===== src/rtl/universal_register.sv =====
// WIDTH-bit register with synchronous clear, clock enable and an eight-way
// operation select (hold, load, shifts, rotates, arithmetic shift, increment).
module universal_register #(
    parameter int               WIDTH       = 8,
    parameter logic [WIDTH-1:0] RESET_VALUE = '0
) (
    input  logic             clock,
    input  logic             clear,
    input  logic             enable,
    input  logic [2:0]       mode,
    input  logic [WIDTH-1:0] d,
    input  logic             serial_in,
    output logic [WIDTH-1:0] q,
    output logic             shift_out,
    output logic             wrap
);

    typedef enum logic [2:0] {
        MODE_HOLD = 3'b000,
        MODE_LOAD = 3'b001,
        MODE_SLL  = 3'b010,
        MODE_SRL  = 3'b011,
        MODE_ROL  = 3'b100,
        MODE_ROR  = 3'b101,
        MODE_ASR  = 3'b110,
        MODE_INC  = 3'b111
    } mode_t;

    mode_t            op;
    logic [WIDTH-1:0] next_q;
    logic             next_shift_out;
    logic             next_wrap;

    assign op = mode_t'(mode);

    // NOTE: every next_* gets a default before the case so no path leaves it
    // unassigned; otherwise synthesis infers a latch.
    always_comb begin
        next_q         = q;
        next_shift_out = shift_out;
        next_wrap      = 1'b0;
        case (op)
            MODE_HOLD: ;
            MODE_LOAD: next_q = d;
            MODE_SLL: begin
                next_q         = {q[WIDTH-2:0], serial_in};
                next_shift_out = q[WIDTH-1];
            end
            MODE_SRL: begin
                next_q         = {serial_in, q[WIDTH-1:1]};
                next_shift_out = q[0];
            end
            MODE_ROL: begin
                next_q         = {q[WIDTH-2:0], q[WIDTH-1]};
                next_shift_out = q[WIDTH-1];
            end
            MODE_ROR: begin
                next_q         = {q[0], q[WIDTH-1:1]};
                next_shift_out = q[0];
            end
            MODE_ASR: begin
                next_q         = {q[WIDTH-1], q[WIDTH-1:1]};
                next_shift_out = q[0];
            end
            MODE_INC: begin
                // Wrap is flagged from the pre-increment value being all-ones.
                next_q    = q + WIDTH'(1);
                next_wrap = &q;
            end
            default: ;
        endcase
    end

    // NOTE: sequential state uses non-blocking assignments so every register
    // samples pre-edge values regardless of statement order.
    always_ff @(posedge clock) begin
        if (clear) begin
            q         <= RESET_VALUE;
            shift_out <= 1'b0;
            wrap      <= 1'b0;
        end else if (enable) begin
            q         <= next_q;
            shift_out <= next_shift_out;
            wrap      <= next_wrap;
        end else begin
            wrap      <= 1'b0;
        end
    end

endmodule


===== config.mk =====
export PLATFORM = sky130hd
export DESIGN_NAME = universal_register
export DESIGN_NICKNAME = d
export VERILOG_FILES = /design/src/rtl/universal_register.sv
export SDC_FILE = /design/constraint.sdc
export NUM_CORES = 1
export LEC_CHECK = 0
export ABC_CLOCK_PERIOD_IN_PS = 4200
export CORE_ASPECT_RATIO = 1.2
export CORE_MARGIN = 4
export CORE_UTILIZATION = 43
export DETAILED_ROUTE_END_ITERATION = 6
export PLACE_DENSITY = 0.78
export SLEW_MARGIN = 20
export SYNTH_ARGS = -nofsm -noshare
export SYNTH_HDL_FRONTEND = slang
export SYNTH_SLANG_ARGS = --single-unit

===== constraint.sdc =====
create_clock -name clock -period 4.2 [get_ports clock]
set_clock_uncertainty 0.1 [all_clocks]
set_input_delay 0.63 -clock clock [delete_from_list [all_inputs] [get_ports clock]]
set_output_delay 0.63 -clock clock [all_outputs]
set_load 0.02 [all_outputs]

# Word level (Yosys, flattened, before mapping)
# Cells that the tools add are included.
# Widths: inputs -> output; s select.
# op_classes
bitwise_logic	3
n_eq_ne	7
addsub	1
mux	2
n_reduce_logical	10
# ops
cell	n
$pmux 8 s7	1
$eq 3x3->1 const B	4
$add 8x1->8 const B	1
$reduce_and 8->1	1
$reduce_bool 7->1	1
$eq 3x2->1 const B	2
$reduce_bool 6->1	1
$reduce_or 3->1	2
$reduce_and 2->1	2
$eq 3x1->1 const B	1
$not 1->1	3
$reduce_and 3->1	1
$pmux 1 s2	1
$reduce_bool 2->1	1
$reduce_or 2->1	1
# word_totals
regBits	10
in_bits	15
elab_cells	27

# Logic depth before layout (Yosys ltp)
# Gate-level depths: netlist of the first run.
# logic_depth
depth_word	4
ltp_mapped	7

# Least setup slack after synthesis of the first run
# Ideal clock, no wire load.
# synth_timing
path_type	in2reg
start	input mode[1]
end	register q[5]
setup_ps	118
arrival_ps	1522
required_time_ps	3982
path_stages	7
slack_ps	2460
cell_sequence	buf_6 or2_4 buf_6 o22ai_1 nor3b_1 a21oi_1 a21oi_1
# synth_via
elab_chain_cells	3
elab_cells_between_ends	10
cone_classes	7 x eq/ne; 1 x mux; 2 x reduce/logical
# synth_rtl
item	line	text
from (decl)	10	input logic [2:0] mode,
$eq 3x3->1, or another cell as far along	42	case (op)
$reduce_bool 7->1 (no line)	-	
$reduce_and 2->1 (no line)	-	
to (signal assigned)	82	q <= next_q;
to (decl)	13	output logic [WIDTH-1:0] q,
# Several ways; a longest one is shown, not always the timed one.
# A chain may end at the register's enable or synchronous reset.

# Final worst setup path of the first run
# layout_timing
start	input mode[1]
end	register q[6]
# The elaborated chain is that of the path after synthesis.

==> impl_metrics.ini, run 1 <==
[sta]
tns_ps = 0
finalWorstSetupSlack_ps = 1750
fin_crit_sh_pct = 58.4
fmax_mhz = 407
grt_setup_unrepaired = false
slew_viol_final = 0
hold_viol_final = 0
post-route-min-period_ps = 2450
relSlewSlack_pct = 59.1
worst-slew-pin-transition_ps = 611
setup_viol = 0

[worst_hold_path]
hold_start = shift_out
whs_path_depth = 2
hold_end = shift_out
min_path_type = reg2reg

[worst_setup_path]
critPathCaptureType = flip-flop
r2r_slack_ps = 2320
startpoint_type = input port
cp_top_family = buffers and inverters
cp_cell_sequence = clkdlybuf4s50_1 > or2_4 > nor2_1 > nor2_2 > o21ai_0 > a32o_1
worstReg2RegStart = q[0]
worst_r2r_path_depth = 6
timing.rr.end = q[4]
critPathArrivalTime_ps = 2510
path_buf_inv = 1
crit_slowest_cell = clkdlybuf4s50_1
cpPeakStageDelay_ps = 860
worstSetupPathType = in2reg
crit_required_ps = 4260
cp_max_fo = 17

[global_route]
grt.overflow.total = 0
antenna_found_initial = 0
grt_max_degree = 18
grt_usage_pct = 17.0
grt_pass1_vias = 927
grt_pass1_wl_um = 3970

[routing]
antenna_left = 0
avgRoutedWirePerCell_um = 14.1
first_pass_iters = 5
drc_errors = 0
drtIter0Drc = 28
routed_wl_um = 2490
post_drt_via_cell_ratio = 5.84
vias = 1034

[power_and_ir_drop]
seqPwrFrac_pct = 41.4
p_int_uw = 185
p_leak_uw = 0.000417
swShare_pct = 34.5
comb_power_share_pct = 35.8
p_per_area_mw_per_mm2 = 239
clkPwrFrac_pct = 22.9
peakVddDrop_uv = 109
p_sw_uw = 97.3

[floorplanning]
core_region_area_mm2 = 0.00209
die_x_um = 51.3
placementRows = 18
die_h_um = 59.9
die_area_mm2 = 0.00307
start_util_pct = 46.1
ios = 25

[synth]
yosysWarningCount = 0
synth_area_per_cell_um2 = 7.43
netlist_instances = 130
seq_area_frac_synth_pct = 20.7
yosys.area.top_type = dfxtp_1
async_flop_share_pct = 0
ys_top_cells_by_area = dfxtp_1 (21%), o21ai_0 (7.3%), buf_6 (5.8%), a21oi_1 (5.2%), nand2_1 (5.1%)
syn-num-nets = 146
synth_edf_count = 0
synth-main-ff-cell = dfxtp_1
syn-cell-area_um2 = 966
yosys.area.top_type_share_pct = 20.7
ys_types = 43
ys_ff_latch = 10

[finish]
nNetsFinal = 165
drive_gt1_share_pct = 11.6
final_cell_area_mm2 = 0.00118
layout_commonest_cell = clkdlybuf4s50_1
mostFrequentLayoutCells = clkdlybuf4s50_1 (24), o21ai_0 (14), nand2_1 (13)
diodes = 0
area_growth_pct = 22.4

[placed_design]
finalWeightedCongestion = 0.901
dp_hpwl_um = 1880
placedInstanceArea_mm2 = 0.00116
numPortBuffers = 24
place_ws_ps = 1470

[clock_network]
postCtsSetupRepairBufs = 0
cts.sinks = 10
cts_tree = done
cts_max_path_buffers = 2
postCtsHoldBufs = 0
root_buffer = clkbuf_4
worstSkewPairLatency_ps = 260
htreeDepth = 1
cts_made_buffers = 3
path_clk_slew_ps = 70
ctsResizeCount = 0

[status]
run_status = finished clean

[job]
drv_cap = 0
power by group through the flow:
stage | combinational (µW) | sequential [µW] | clock [µW]
6_report | 101 | 117 | 64.5
5_1_grt | 109 | 118 | 70.3
4_1_cts | 101 | 116 | 65.5
3_5_place_dp | 101 | 119 | 0
3_3_place_gp | 98.9 | 118 | 0
2_1_floorplan | 66.4 | 119 | 0
Yosys cell counts, types with 2 or more instances:
master and n:
a31oi_1 3, nor3_1 4, mux2i_1 3, o21ai_0 14, o211ai_1 2, xnor2_2 2
mux2_2 3, clkbuf_2 3, nand3_1 4, nand2_1 13, o22ai_1 4, nor4_1 2
a22oi_1 2, nor2_1 12, nor3b_1 2, nand2b_1 4, buf_6 5, buf_4 2
a21oi_1 10, nor2_2 2, dfxtp_1 10, inv_1 3
worst min-delay path: stages, from the launching register on:
cell and delay (ps):
dfxtp_1 300, o21ai_0 60, a21oi_1 60
final cells by class:
cell class	instances	area [µm²]
clock buffer	3	22.5
fill	211	912
inverter	3	11.3
multi-input combinational	106	663
sequential	10	200
tap	30	37.5
timing repair buffer	25	248
kinds of logic after synthesis:
group	count (synthesis)	synth area share [%]
xor gates and xnor gates	4	5.18
buffers and inverters	14	10.6
adders and majority gates	1	1.30
and+or+nand+nor	50	26.2
muxes	6	6.61
DFF	10	20.7
AOI/OAI and AO/OA	45	29.4
flip-flops by register name, indices dropped and copies added (netlist names):
| signal | count |
|---|---|
| shift_out | 1 |
| q | 8 |
| wrap | 1 |
per-layer routing:
layer / global-route usage (%) / up-vias / share of wire (%)
met3: 2.00 / 6 / 6.0
met5: 0 / - / 0
met2: 29.3 / 42 / 49
met1: 20.1 / 473 / 43
met4: 10.1 / 0 / 2.0
li1: - / 513 / -
stage by stage:
| stage | util, % | instances | total power (µW) | hold WS (ps) |
|---|---|---|---|---|
| 2_1_floorplan | - | 130 | 185 | 447 |
| 3_3_place_gp | 55.4 | 174 | 217 | 370 |
| 3_5_place_dp | 55.4 | 174 | 219 | 367 |
| 4_1_cts | 56.5 | 177 | 283 | 376 |
| 5_1_grt | 56.5 | 177 | 297 | 425 |
| 6_report | 56.5 | 177 | 282 | 374 |
worst max-delay path by stage:
| stage | from | end | slack (ps) | cells after the start |
|---|---|---|---|---|
| after global placement | mode[0] | q[6] | 1500 | 6 |
| final | mode[1] | q[6] | 1750 | 6 |
| after floorplan | mode[1] | q[5] | 2460 | 7 |
| after CTS | mode[1] | q[6] | 1740 | 6 |
| after detailed placement | mode[1] | q[6] | 1470 | 6 |
| after global routing | mode[1] | q[6] | 1620 | 6 |
Power figures use the tool's default switching activity.
==> run 2, diff against run 1 <==
Settings changed: ABC_CLOCK_PERIOD_IN_PS 4200 to 2100, PLACE_DENSITY 0.78 to 0.81.
Clock period 4.2 ns to 2.1 ns, I/O delays scaled along.
==> run 2 against run 1 <==
Sequential power rose by 93%. Clock power is 110% higher. Hold slack gained 17 ps. Setup slack got worse by 1500 ps. Largest power group is now combinational logic. Combinational power is 120% higher. Final cell count grew 5.1%. Power grew 110%. Critical path depth unchanged. Highest routed layer unchanged. Core utilization rose by 3.2 points.
==> impl_metrics.ini, run 2 (synthesized netlist as in run 1, its figures left out) <==
[routing]
antenna_left = 0
avgRoutedWirePerCell_um = 14.7
drc_errors = 0
first_pass_iters = 4
routed_wl_um = 2740
post_drt_via_cell_ratio = 5.98
drtIter0Drc = 48
vias = 1113

[clock_network]
cts_tree = done
cts.sinks = 10
worstSkewPairLatency_ps = 270
postCtsSetupRepairBufs = 0
htreeDepth = 1
path_clk_slew_ps = 70
cts_max_path_buffers = 2
postCtsHoldBufs = 0
ctsResizeCount = 0
cts_made_buffers = 3
root_buffer = clkbuf_4

[worst_setup_path]
cp_top_family = buffers and inverters
cp_max_fo = 9
crit_required_ps = 2160
critPathCaptureType = flip-flop
path_buf_inv = 2
crit_slowest_cell = clkdlybuf4s50_1
worstSetupPathType = in2reg
cpPeakStageDelay_ps = 670
cp_cell_sequence = clkdlybuf4s50_1 > buf_4 > and3b_1 > a22oi_1 > o211ai_1 > a32o_1
critPathArrivalTime_ps = 1960
worst_r2r_path_depth = 5
startpoint_type = input port
cp.depth = 6

[finish]
largest_reg_flops = 8
nNetsFinal = 174
top_regs = q: 8 flops, shift_out: 1 flops, wrap: 1 flops
max_flop_register = q
drive_gt1_share_pct = 16.7
mostFrequentLayoutCells = clkdlybuf4s50_1 (24), o21ai_0 (14), nand2_1 (13)
area_growth_pct = 29.4
diodes = 0
multi_input_area_um2 = 663
layout_commonest_cell = clkdlybuf4s50_1
fillers = 198
stdcell_count = 186
register_area_um2 = 200

[power_and_ir_drop]
peakVddDrop_uv = 223
p_per_area_mw_per_mm2 = 472
p_leak_uw = 0.000461
finalPower_uw = 590

[floorplanning]
ios = 25
die_x_um = 51.3
core_region_area_mm2 = 0.00209
die_area_mm2 = 0.00307
start_util_pct = 46.1
placementRows = 18
die_h_um = 59.9

[sta]
relSlewSlack_pct = 76.5
slew_viol_final = 0
grt_setup_unrepaired = false
fin_crit_sh_pct = 90.2
post-route-min-period_ps = 1890
hold_viol_final = 0
finalWorstSetupSlack_ps = 205
worst-slew-pin-transition_ps = 351
setup_viol = 0
fmax_mhz = 528

[placed_design]
place_ws_ps = -25.8
finalWeightedCongestion = 0.921
dp_hpwl_um = 2040
numPortBuffers = 24
place_inst = 183

[status]
run_status = finished clean

[global_route]
grt_usage_pct = 19.8
use_met1_pct = 22.2
grt_util_met3_pct = 3.99
busiest_layer = met2
grt_pass1_wl_um = 4590
grt.overflow.total = 0
grt_pass1_vias = 1015
antenna_found_initial = 0
grt.met2_usage_pct = 33.7
grt_max_degree = 13

[job]
drv_cap = 0

[worst_hold_path]
whs_path_depth = 2
min_path_type = reg2reg
-- run 2: area by class of cell --
type	instances	area share, %
timing repair buffer	34	25.2
clock buffer	3	1.80
inverter	3	0.901
sequential	10	16.0
multi-input combinational	106	53.1
tap	30	3.00
-- run 2: path summary, 6_finish.rpt --
check                   end  startpoint  slack [ps]
hold reg to reg   shift_out   shift_out         390
hold / removal    shift_out   shift_out         390
setup reg to reg       q[4]        q[3]         530
setup / recovery       q[6]     mode[0]         210
-- run 2: per-stage QoR --
step	setup TNS [ps]	util (%)	area (µm²)	hold slack, ps
global route	0	59.7	1250	433
CTS	0	59.7	1250	390
detailed placement	-25.8	58.6	1230	381
global placement	0	58.6	1230	363
floorplan	0	-	966	284
finish	0	59.7	1250	392
-- run 2: report_power, final --
part	switching, µW	internal (µW)
sequential	23.4	203
clock	70.5	66.5
combinational	114	113
total	208	383
-- run 2: routing by layer --
layer	up-vias	wire, µm
li1	526	-
met1	515	1080
met2	59	1340
met3	13	214
met4	0	112
met5	-	0
-- run 2: worst reg2reg max path, stage by stage, from the launching register on --
cell     delay (ps)
dfxtp_1         510
nand3_1         170
xnor2_1         160
a221o_1         340
a21oi_1         130
nor4_1           60
